`config.mk`:
```
export PLATFORM = sky130hd
export DESIGN_NAME = camera_raw_framer
export DESIGN_NICKNAME = d
export VERILOG_FILES = /design/src/rtl/raw_pipe_pkg.sv /design/src/rtl/edge_detect.sv /design/src/rtl/camera_raw_framer.sv
export SDC_FILE = /design/constraint.sdc
export NUM_CORES = 1
export LEC_CHECK = 0
export ABC_AREA = 1
export CAP_MARGIN = 0
export CORE_MARGIN = 8
export CORE_UTILIZATION = 40
export DETAILED_ROUTE_END_ITERATION = 12
export HOLD_SLACK_MARGIN = 0.15
export PLACE_DENSITY = 0.7
export SETUP_SLACK_MARGIN = 0.4
export SYNTH_ARGS = -nofsm -noshare
export SYNTH_HDL_FRONTEND = slang
export SYNTH_SLANG_ARGS = --single-unit
export TNS_END_PERCENT = 20
```
`constraint.sdc`:
```
create_clock -name clk -period 2.6 [get_ports clk]
set_input_delay 0.39 -clock clk [delete_from_list [all_inputs] [get_ports clk]]
set_output_delay 0.39 -clock clk [all_outputs]
set_load 0.1 [all_outputs]
```
`src/rtl/raw_pipe_pkg.sv`:
```
// Shared definitions for the raw video pipeline: framer state encoding and the
// default frame geometry that the interpolator's line count must agree with.
package raw_pipe_pkg;

  localparam int RAW_H_ACTIVE = 1280;
  localparam int RAW_V_ACTIVE = 720;
  localparam int RAW_CNT_W    = 12;

  typedef enum logic [1:0] {
    IDLE   = 2'd0,
    ACTIVE = 2'd1,
    DONE   = 2'd2
  } framer_state_t;

endpackage

```
`src/rtl/edge_detect.sv`:
```
// Rising-edge detector: registers the input and pulses rise for the one cycle
// where the input is high but its registered copy is still low.
module edge_detect (
  input  logic clk,
  input  logic reset,
  input  logic sig,
  output logic rise
);

  logic sig_reg;

  always_ff @(posedge clk or posedge reset) begin
    if (reset) begin
      sig_reg <= 1'b0;
    end else begin
      sig_reg <= sig;
    end
  end

  assign rise = sig & ~sig_reg;

endmodule

```
`src/rtl/camera_raw_framer.sv`:
```
// Sensor parallel Bayer bus to framed raw stream (SOP/EOP per line, V_ACTIVE lines
// per frame). Define CAMERA_RAW_FRAMER_TRUNC_EN to cut long lines at H_ACTIVE pixels.
module camera_raw_framer
  import raw_pipe_pkg::*;
#(
  parameter int DATA_WIDTH = 8,
  parameter int H_ACTIVE   = RAW_H_ACTIVE,
  parameter int V_ACTIVE   = RAW_V_ACTIVE
) (
  input  logic                  clk,
  input  logic                  reset,
  input  logic [DATA_WIDTH-1:0] cam_data,
  input  logic                  cam_href,
  input  logic                  cam_vsync,
  output logic [DATA_WIDTH-1:0] raw_data,
  output logic                  raw_valid,
  output logic                  raw_sop,
  output logic                  raw_eop,
  output logic                  frame_start,
  output logic                  frame_done,
  output logic                  line_len_err,
  output logic                  frame_err
);

  localparam logic [RAW_CNT_W-1:0] H_LAST = RAW_CNT_W'(H_ACTIVE - 1);
  localparam logic [RAW_CNT_W-1:0] V_LAST = RAW_CNT_W'(V_ACTIVE - 1);

  framer_state_t          state_reg, state_next;
  logic [RAW_CNT_W-1:0]   line_cnt_reg, line_cnt_next;
  logic [RAW_CNT_W-1:0]   pix_cnt_reg;
  logic                   line_en_reg, line_en_next;
  logic [DATA_WIDTH-1:0]  s1_data_reg;
  logic                   s1_href_reg;
  logic                   s1_valid_d_reg;

  logic                   vsync_rise, href_rise;
  logic                   s1_valid, sop_s1, eop_s1, trunc_hit, href_cont;
  logic                   final_eop, len_bad, short_frame;
  logic [RAW_CNT_W-1:0]   cur_idx;

  edge_detect u_vsync_edge (.clk(clk), .reset(reset), .sig(cam_vsync), .rise(vsync_rise));
  edge_detect u_href_edge  (.clk(clk), .reset(reset), .sig(cam_href),  .rise(href_rise));

  assign s1_valid  = s1_href_reg & line_en_reg;
  assign sop_s1    = s1_valid & ~s1_valid_d_reg;
  assign cur_idx   = sop_s1 ? '0 : pix_cnt_reg;
  // The pixel behind the one in s1 decides whether s1 holds the last of the line.
  assign href_cont = cam_href & line_en_reg;

`ifdef CAMERA_RAW_FRAMER_TRUNC_EN
  assign trunc_hit = s1_valid & (cur_idx == H_LAST);
`else
  assign trunc_hit = 1'b0;
`endif

  assign eop_s1      = s1_valid & (~href_cont | trunc_hit);
  // A truncated line that still has pixels pending was too long.
  assign len_bad     = eop_s1 & ((cur_idx != H_LAST) | href_cont);
  assign final_eop   = eop_s1 & (state_reg == ACTIVE) & (line_cnt_reg == V_LAST);
  assign short_frame = vsync_rise & (state_reg == ACTIVE) & ~final_eop;

  always_comb begin
    line_en_next = line_en_reg;
    if (!cam_href || trunc_hit) begin
      line_en_next = 1'b0;
    end else if (href_rise && (state_reg == ACTIVE)) begin
      line_en_next = 1'b1;
    end
  end

  always_comb begin
    state_next    = state_reg;
    line_cnt_next = line_cnt_reg;
    case (state_reg)
      IDLE, DONE: begin
        if (vsync_rise) begin
          state_next    = ACTIVE;
          line_cnt_next = '0;
        end
      end
      ACTIVE: begin
        if (vsync_rise) begin
          // A line still in flight will count toward the new frame at its EOP.
          line_cnt_next = '0;
        end else begin
          if (eop_s1) begin
            line_cnt_next = line_cnt_reg + RAW_CNT_W'(1);
          end
          if (final_eop) begin
            state_next = DONE;
          end
        end
      end
      default: begin
        state_next    = IDLE;
        line_cnt_next = '0;
      end
    endcase
  end

  always_ff @(posedge clk or posedge reset) begin
    if (reset) begin
      state_reg      <= IDLE;
      line_cnt_reg   <= '0;
      pix_cnt_reg    <= '0;
      line_en_reg    <= 1'b0;
      s1_data_reg    <= '0;
      s1_href_reg    <= 1'b0;
      s1_valid_d_reg <= 1'b0;
      raw_data       <= '0;
      raw_valid      <= 1'b0;
      raw_sop        <= 1'b0;
      raw_eop        <= 1'b0;
      frame_start    <= 1'b0;
      frame_done     <= 1'b0;
      line_len_err   <= 1'b0;
      frame_err      <= 1'b0;
    end else begin
      state_reg      <= state_next;
      line_cnt_reg   <= line_cnt_next;
      line_en_reg    <= line_en_next;
      s1_data_reg    <= cam_data;
      s1_href_reg    <= cam_href;
      s1_valid_d_reg <= s1_valid;
      if (s1_valid) begin
        pix_cnt_reg <= cur_idx + RAW_CNT_W'(1);
      end
      raw_data    <= s1_data_reg;
      raw_valid   <= s1_valid;
      raw_sop     <= sop_s1;
      raw_eop     <= eop_s1;
      frame_start <= vsync_rise;
      frame_done  <= final_eop;
      // An error found on the frame-start cycle is kept rather than lost.
      if (len_bad) begin
        line_len_err <= 1'b1;
      end else if (vsync_rise) begin
        line_len_err <= 1'b0;
      end
      if (short_frame) begin
        frame_err <= 1'b1;
      end
    end
  end

endmodule
```
* Word-level counts from Yosys, hierarchy flattened
Index checks and enable logic that the tools add are counted.
Widths: inputs -> output; s select.
** Storage, ports and cells
- Bits of input ports :: 12
- Register bits after elaboration :: 52
- Bits in latches :: 0
- Memories :: 0
- Memory bits (read-only) :: 0
- Memory bits (writable) :: 0
** Cells by class
- Reduce and logical (&&, ||, !) cells :: 6
- $lt $le $gt $ge :: 0
- Shifts and indexed selects :: 0
- Bitwise logic cells :: 17
- Add/subtract/negate cells :: 2
- Multiply operators :: 0
- Div/mod/pow operators :: 0
- Equal/unequal tests :: 9
- Mux-type cells :: 13
** Operators with widths (count)
- $mux 12 :: 4
- $add 12x1->12 const B :: 2
- $pmux 12 s2 :: 1
- $eq 12x10->1 const B :: 1
- $ne 12x11->1 const B :: 1
- $and 1x1->1 :: 11
- $mux 2 :: 3
- $ne 2x2->1 const B :: 3
- $not 1->1 :: 5
- $mux 1 :: 4
- $pmux 2 s2 :: 1
- $ne 3x3->1 const B :: 1
- $reduce_and 3->1 :: 1
- $eq 2x1->1 const B :: 1
- $eq 2x2->1 const B :: 1
- $logic_not 2->1 :: 1
- $ne 2x1->1 const B :: 1
- $reduce_and 2->1 :: 1
- $reduce_bool 2->1 :: 1
- $reduce_or 2->1 :: 1
- $logic_and 1x1->1 :: 1
- $or 1x1->1 :: 1

* Logic depth before layout (Yosys ltp)
Gate-level depths: netlist (run 1).
- Depth in word-level cells :: 8
- Gate-level depth with buffers :: 13
- Depth with buffers taken out :: 13

* Cells and area by module
From an unflattened synthesis (run 1), not the netlist that was laid out.
** Unflattened totals
- Cell total of the unflattened synthesis :: 245
- Area, all modules :: 2301.0 um^2
** By module, submodules not included
- camera_raw_framer :: times used 1, area each 2223.4 um^2, cells each 237
- edge_detect :: times used 2, area each 38.8 um^2, cells each 4

* Worst setup path after synthesis (run 1)
No wires, ideal clock.
- Path kind :: flip-flop to flip-flop
- Start point :: reg s1_valid_d_reg
- End point :: reg pix_cnt_reg[8]
- Cell stages (with the launch flop) :: 13
- Data required time :: 2.487 ns
- Setup time :: 0.113 ns
- Slack :: 0.357 ns
- Arrival time :: 2.130 ns
- Path through :: dfrtp_1 > inv_2 > nand3_4 > nand2_1 > inv_1 > ha_1 > nand2_1 > nor3_4 > nand2_1 > nor2_2 > nand3_1 > nand2_1 > inv_1
** On the way
- Longest elaborated chain between the ends :: 4
** Ends and longest elaborated chain
- start, declared :: RTL line camera_raw_framer.sv:34 : logic s1_valid_d_reg;
- start signal, assigned :: RTL line camera_raw_framer.sv:124 : s1_valid_d_reg <= s1_valid;
- $not 1->1 :: RTL line camera_raw_framer.sv:45 : assign sop_s1 = s1_valid & ~s1_valid_d_reg;
- $and 1x1->1 :: RTL line camera_raw_framer.sv:45
- $mux 12 :: RTL line camera_raw_framer.sv:46 : assign cur_idx = sop_s1 ? '0 : pix_cnt_reg;
- $add 12x1->12 :: RTL line camera_raw_framer.sv:126 : pix_cnt_reg <= cur_idx + RAW_CNT_W'(1);
- end signal, assigned :: RTL line camera_raw_framer.sv:126
- end, declared :: RTL line camera_raw_framer.sv:30 : logic [RAW_CNT_W-1:0] pix_cnt_reg;
No other way between the ends.
A chain may end at the register's enable or synchronous reset.

==> results.txt, run 1 <==
* Diode count: 0
- Via-per-instance ratio: approximately 4.8
- Worst hold margin: approximately 0.35 ns
- Cell Count Post-Placement: roughly 350
* Clock tree from TritonCTS: built
- Number of nets produced by synthesis: 264
* Critical Path Stages: 11
* Number of port buffers: 26
- A synthesized cell averages just over 9 µm².
* PwrDens: ~630 nW/µm²
* Final setup TNS: 0 ns
* Max-Cap Viols: 0
- In the routed design, unresolved DRC markers number 0.
- The later pin in the worst-skew pair is clocked with a latency of about 0.30 ns.
- In the final routed layout, each cell accounts on average for 12.08 µm.
- In this run, distinct cell masters in the synthesized netlist total 29.
- Setup violations remaining at the end of the flow were counted as 0.
- Leading cell types in the layout, fill and taps excluded: sky130_fd_sc_hd__nand2_1, sky130_fd_sc_hd__dfrtp_1, sky130_fd_sc_hd__inv_1, sky130_fd_sc_hd__nor2_1, sky130_fd_sc_hd__nand3_1
* CP most frequent cell: sky130_fd_sc_hd__nand2_1
- The worst setup path is launched from a flip-flop.
- Arrival @ worst endpoint: around 2 ns
- After floorplanning, the core was divided into 27 placement rows.
* Width of the die: 91.78 µm
- For this design, the sink count on the clock tree is 52.
* Leak pwr: roughly 1.4 nW
- Final worst slack: 0.7533 ns
- For this run, the slowest stage of the critical path takes about 0.47 ns.
- The via count of the first global-routing pass is approximately 1700.
- Slew of the pin with the lowest slew margin: roughly 0.32 ns
* I/O Pins: 27
* RR Endpoint: pix_cnt_reg[8]
* Layout cell share with drive strength beyond 1: roughly 17%
- Total gr overflow: 0
* Sequential cell area fraction in the yosys report: a little under three fifths
- The clock passes through at most 2 buffers.
- For this design, the CTS-stage hold fixing added 0 buffers.
- The routed design uses 2.110 mm of met2 wire.
* Clock transition at the registers of the reported paths: around 0.090 ns
* Highest metal used: met4
- Endpoint required time on the critical path: between 2 and 3 ns
* Delay-heaviest family, CP: simple AND/OR/NAND/NOR gates
- Path category of the worst min-delay check: in2async
* Post-CTS sizing: 0
* Maximum VDD drop: about 0.0003 V
- After synthesis the netlist holds a flip-flop and latch count of between 50 and 60.
- DR vias: approximately 1700
* Starting DRT DRC Count: 66
- The number of antenna violations at the first check in global routing came to 0.
- In this run the worst path has a maximum fanout of 7.
* Endpoint of the worst setup timing path: pix_cnt_reg[8]
* Sum of routed wire length over all layers: roughly 4.3 mm
* Worst clock skew on the final layout: about 0.0042 ns
* Count of H-tree levels built during CTS: 2
* Post-synth top area share: 56.64%
* Total count of hold-check failures in the final report: 0
* Launch point of the worst reg-to-reg path: u_href_edge.sig_reg
- Detailed placement HPWL: roughly 3.2 mm
- For this run, the detailed router's first-pass iteration total came to 4.
- After layout, the minimum clock period comes to around 1.8 ns.
- Weighted congestion reported at the end of routability-driven placement: 0.8581
* Worst reg-to-reg setup slack: 0.75 ns
- The mapped netlist covers 2297 µm².
* Dpl ws: about 0.75 ns
- Leaving out fill and tap cells, the most frequent cell in the layout is sky130_fd_sc_hd__nand2_1.
- Of the available clock period, the critical path in the final layout requires about 71%.
* Number of routed nets with antenna violations: 0
- Summed over all nets, wire length on met3 after detailed routing comes to around 170 µm.
- Die H: about 92 µm
- Entering global routing, the biggest net connects 20 pins.
* Synth Instances: 250
- Type of element capturing the critical path: flip-flop
- For this run, the number of standard cells in the final layout without fillers is between 300 and 400.
- Count of synthesis-stage warnings from yosys: 0
- Number of clock buffers inserted by TritonCTS: 5
- DRT met1 WL: slightly below 2 mm
- By area the synthesized netlist is led by sky130_fd_sc_hd__dfrtp_1, sky130_fd_sc_hd__nand2_1, sky130_fd_sc_hd__inv_1, sky130_fd_sc_hd__nor2_1, sky130_fd_sc_hd__nand3_1.
* Logic depth of the worst register-to-register path: 11
* Total number of nets in the final design: around 300
- Wire length of the first global-routing pass: roughly 8 mm
- The worst pin sits at a relative slew slack of between 70% and 80%.
* Worst path bufs/invs: 1
- In this run the worst setup path begins at u_href_edge.sig_reg.
* Area of the core: 5540 µm²
* Setup repair after global routing missed its margin: no
* Result of the run: finished clean
* Die Outline Area: around 8400 µm²
- The synthesized design spends more area on one cell type than any other, namely sky130_fd_sc_hd__dfrtp_1.
* Master of the slowest instance on the critical path: sky130_fd_sc_hd__dfrtp_1
* Cell-by-cell listing of the critical path: nand2_4 -> nor2_4 -> nor2_1 -> ha_1 -> nand2_1 -> nor3_4 -> nand2_1 -> nor2_2 -> nand3_1 -> nand2_1 -> inv_1
* Root buffer cell: sky130_fd_sc_hd__clkbuf_8
- The number of max-slew violations in the final report came to 0.
* Starting utilization of the core area: slightly above 40%
* Crit Path Class: reg2reg
- Post-synthesis to final-layout area growth: 17.10%
- Post-CTS setup buffer count: 0
* All-Layer GR Usage: 11.10%
* Highest Clock Rate: 0.5415 GHz
## area by class of cell
type / count / area [µm²]
Fill cell: 541 / 2850
Sequential cell: 52 / 1303
Multi-Input combinational cell: 157 / 823.3
Timing Repair Buffer: 28 / 237.7
Clock buffer: 6 / 72.57
Tap cell: 72 / 90.09
Inverter: 39 / 146.4
Clock inverter: 2 / 17.52
## Yosys cell counts, drive strengths merged
cell type / number
nand4: 4
nor3: 8
a21oi: 9
o21bai: 3
inv: 39
ha: 2
o21ai: 7
a31oi: 1
buf: 2
nor2: 33
nand2: 62
nor4: 1
dfrtp: 52
xor2: 5
nand3: 20
xnor2: 1
o41ai: 1
## kinds of logic after synthesis
| logic type | after synthesis | synth area share (%) |
|---|---|---|
| buf+inv | 41 | 7.516 |
| compound gates | 21 | 5.120 |
| flops | 52 | 56.64 |
| simple gates | 128 | 27.34 |
| fa+ha+maj | 2 | 1.089 |
| xor+xnor | 6 | 2.288 |
## worst reg2reg max path: stages, from the launching register on
cell	delay (ns)
sky130_fd_sc_hd__dfrtp_1	0.47
sky130_fd_sc_hd__nand2_4	0.18
sky130_fd_sc_hd__nor2_4	0.08
sky130_fd_sc_hd__nor2_1	0.10
sky130_fd_sc_hd__ha_1	0.17
sky130_fd_sc_hd__nand2_1	0.09
sky130_fd_sc_hd__nor3_4	0.24
sky130_fd_sc_hd__nand2_1	0.09
sky130_fd_sc_hd__nor2_2	0.14
sky130_fd_sc_hd__nand3_1	0.08
sky130_fd_sc_hd__nand2_1	0.07
sky130_fd_sc_hd__inv_1	0.03
## how the worst min path moves through the flow
stage	start	end	slack, ns	cells after the start
finish	reset	raw_data[2]	0.35	2
global route	s1_data_reg[7]	raw_data[7]	0.37	0
CTS	reset	pix_cnt_reg[2]	0.36	2
detailed placement	s1_data_reg[3]	raw_data[3]	0.34	0
global placement	s1_data_reg[0]	raw_data[0]	0.33	0
floorplan	s1_data_reg[0]	raw_data[0]	0.33	0
## routing by layer
| metal | track usage [%] | up-vias |
|---|---|---|
| li1 | - | 842 |
| met1 | 13.68 | 823 |
| met2 | 18.49 | 23 |
| met3 | 3.423 | 5 |
| met4 | 2.819 | 0 |
| met5 | 0 | - |
## power by group
part | total, W | switching (W) | internal (W) | leakage [nW]
Combinational | 0.000292 | 0.000206 | 0.0000862 | 0.648
Sequential | 0.000930 | 0.0000551 | 0.000875 | 0.660
Clock | 0.000472 | 0.000274 | 0.000198 | 0.0462
## per-stage QoR
| stage | power, W | instance area (µm²) | utilization, % |
|---|---|---|---|
| floorplan | 0.001161 | 2298 | - |
| global placement | 0.001230 | 2600 | 46.93 |
| detailed placement | 0.001240 | 2600 | 46.93 |
| CTS | 0.001714 | 2690 | 48.55 |
| global route | 0.001790 | 2690 | 48.55 |
| finish | 0.001694 | 2690 | 48.55 |
No activity file was read; power rests on OpenSTA's default activity.
==> run 2: changes to the inputs <==
==> constraint.sdc (replaced) <==
create_clock -name clk -period 1.7 [get_ports clk]
set_input_delay 0.255 -clock clk [delete_from_list [all_inputs] [get_ports clk]]
set_output_delay 0.255 -clock clk [all_outputs]
set_load 0.1 [all_outputs]
==> run 2 against run 1 <==
Net effect:
- setup slack lost 0.63 ns
- clock-buffer cell count is the same
- wire length up 8.3%
- largest cell class unchanged
- first-iteration DRC count is 41% higher
- critical path depth down 2
- non-clock buffer count grew 14
- combinational power up 100%
- sequential cell count did not move
- global-route usage down 0.13 points
- final area increased by 15%
- clock power grew 70%
- via count increased by 3.0%
==> results.txt, run 2 (same netlist as run 1, synthesis figures left out) <==
- Result of the run: finished clean
- The internal portion of the total power is 0.002014 W.
* Delay of the slowest cell on the worst path: about 0.43 ns
* Detailed-route DRC error count: 0
- Endpoint required time on the critical path: 1.89 ns
- At the worst endpoint, the arrival time is ~1.8 ns.
- Clock-pin slew was measured on the worst setup and hold paths at roughly 0.09 ns.
- Routability-driven placement finished with a final weighted congestion of about 0.84.
* Placement row count: 27
- Count of clock tree sinks: 52
- Entering global routing, the biggest net connects between 50 and 60 pins.
- Final worst slack: ~0.12 ns
- In this run the power density over the cells is just over 900 nW/µm².
- STA classifies the critical path startpoint as a flip-flop.
- Summed over all layers, the global routing overflow is 0.
- The worst register-to-register path has a setup slack of ~0.12 ns.
* Vias in the first global route: between 1500 and 2000
* Via-per-instance ratio: around 4.7
* Worst clock skew on the final layout: between 0.006 and 0.007 ns
* Total number of nets in the final design: roughly 310
* Area of the core: 5540 µm²
- Max-slew headroom at the worst pin: around 75%
- Summing over every cut layer, the via total after detailed routing is 1743.
* Crit Path Class: reg2reg
- For this block, the initial DRC count from the detailed router was 93.
* Cell area after placement: approximately 2900 µm²
- Crit path launch: u_href_edge.sig_reg
* Starting utilization of the core area: approximately 41%
- After legalization and detailed placement, the total HPWL measured about 3.3 mm.
- In this run, CTS created clock tree buffers numbering 5.
- At the pin with the least slew margin, the transition time is roughly 0.37 ns.
- Count of hold buffers inserted by post-cts repair: 0
- The H-tree generated during clock tree synthesis spans 2 levels.
- Setup repair after global routing could not meet its margin everywhere.
* Die H: about 92 µm
- Prior to clock tree synthesis, the placed netlist has a worst setup slack of -0.004507 ns.
- Post-route minimum period: 1.579 ns
- Launch point of the worst reg-to-reg path: u_href_edge.sig_reg
* Total length of routed met3 wires: approximately 180 µm
- The highest layer touched by signal routing is met4.
- Summed over all nets, the switching power comes to around 0.00084 W.
* I/O Pins: 27
- Diode count: 0
* Max-Cap Viols: 0
* Worst hold margin: between 0.3 and 0.4 ns
- After detailed routing, the wire length on met1 is just under 2 mm.
- Part of the power in the clock network: around 28%
* Delay-heaviest family, CP: buffers and inverters
- In the global route stage, overall resource usage came out at a little over a tenth.
* Die Outline Area: 8424 µm²
- Slew Limit Fails: 0
- Based on the critical path, the design can be clocked at up to ~0.63 GHz.
- After routing the design area is 3102 µm².
* Leading cell types in the layout, fill and taps excluded: sky130_fd_sc_hd__nand2_1, sky130_fd_sc_hd__dfrtp_1, sky130_fd_sc_hd__inv_1, sky130_fd_sc_hd__nor2_1, sky130_fd_sc_hd__nand3_1
- Most common library cell in the layout ignoring fill and taps: sky130_fd_sc_hd__nand2_1
* Net Sw Frac: 29.40%
* Worst path bufs/invs: 4
* Amount of wire on met2 after detailed routing: 2.440 mm
* Path category of the worst min-delay check: in2async
- The number of hold-slack violations in the final timing report is 0.
- Cell-by-cell listing of the critical path: nand2_4 -> buf_4 -> buf_6 -> nor2_8 -> nand2_4 -> nand2_8 -> buf_2 -> buf_4 -> a21oi_1
- The cell sitting at the root of the clock tree is a sky130_fd_sc_hd__clkbuf_8.
- Wire length of the first global-routing pass: 7.610 mm
- Width of the die: between 90 and 100 µm
- Max Fanout on Critical Path: 7
- Clock tree from TritonCTS: built
- The routed design has about 4.7 mm of wire.
- The analysis attributes to cell leakage a power of approximately 1.5 nW.
- Detailed-route wire length per cell: around 13 µm
- The worst setup path is captured at a flip-flop.
* Number of port buffers: 26
* Proportion of power drawn by combinational gates: 20.8%
* Setup violations, final: 0
* Number of detailed-route iterations in the first pass: 4
- Master of the slowest instance on the critical path: sky130_fd_sc_hd__dfrtp_2
- Number of routed nets with antenna violations: 0
- Relative contribution of sequential cells to total power: between 50% and 60%
- In the final layout, the share of cells above drive strength 1 is 24.24%.
* Number of buffers on the longest clock path: 2
* Period utilization: between 90% and 100%
- Across the VDD grid, the largest voltage drop is between 0.0005 and 0.0006 V.
- At the later pin of the worst-skew pair, clock insertion delay measures around 0.30 ns.
- Post-synthesis to final-layout area growth: 35.02%
- The number of antenna violations at the first check in global routing is 0.
==> run 2: worst register-to-register path: cells and delay by family (launching register included) <==
| family | cells | cell delay (ns) |
|---|---|---|
| and+or+nand+nor | 4 | 0.38 |
| DFF | 1 | 0.43 |
| buffers and inverters | 4 | 0.60 |
| AOI/OAI and AO/OA | 1 | 0.05 |
==> run 2: worst paths after layout <==
| kind | to | cells after the start |
|---|---|---|
| max in group asynchronous | s1_valid_d_reg | 3 |
| worst min-delay path | raw_data[5] | 3 |
| worst min register to register | raw_data[3] | 0 |
| min in group clk | raw_data[3] | 0 |
| worst max register to register | line_cnt_reg[2] | 9 |
| worst max-delay path | line_cnt_reg[2] | 9 |
==> run 2: cell type report <==
class / count / area [µm²]
fillers: 482 / 2439
flip-flops and latches: 52 / 1305
multi-input cells: 157 / 913.4
repair buffers: 42 / 544.3
inverters: 39 / 146.4
well taps: 72 / 90.09
clock buffers: 6 / 72.57
clock inverters: 1 / 30.03
==> run 2: repair_timing <==
| action | CTS | global route |
|---|---|---|
| gates cloned | 0 | 0 |
| pin swaps | 5 | 5 |
| resized for setup | 6 | 10 |
| setup buffers | 1 | 6 |
| endpoints found under the setup margin | 24 | 26 |
==> run 2: power by group through the flow <==
stage	combinational [W]	clock, W	sequential (W)
2_1_floorplan	0.000231	0	0.00157
3_3_place_gp	0.000527	0	0.00145
3_5_place_dp	0.000536	0	0.00146
4_1_cts	0.000556	0.000825	0.00143
5_1_grt	0.000646	0.000879	0.00147
6_report	0.000595	0.000801	0.00146
==> run 2: metal layers <==
layer / global-route usage [%] / up-vias
li1: - / 875
met1: 12.30 / 826
met2: 19.51 / 35
met3: 3.178 / 7
met4: 3.624 / 0
met5: 0 / -
==> run 2: metrics by stage <==
step	cells	power, W	setup TNS (ns)	utilization [%]
final	369	0.002853	0	55.98
after global routing	369	0.002997	0	55.98
after CTS	363	0.002816	0	54.16
after detailed placement	355	0.001996	-0.004980	51.90
after global placement	355	0.001980	0	51.90
after floorplan	250	0.001800	-0.7305	-
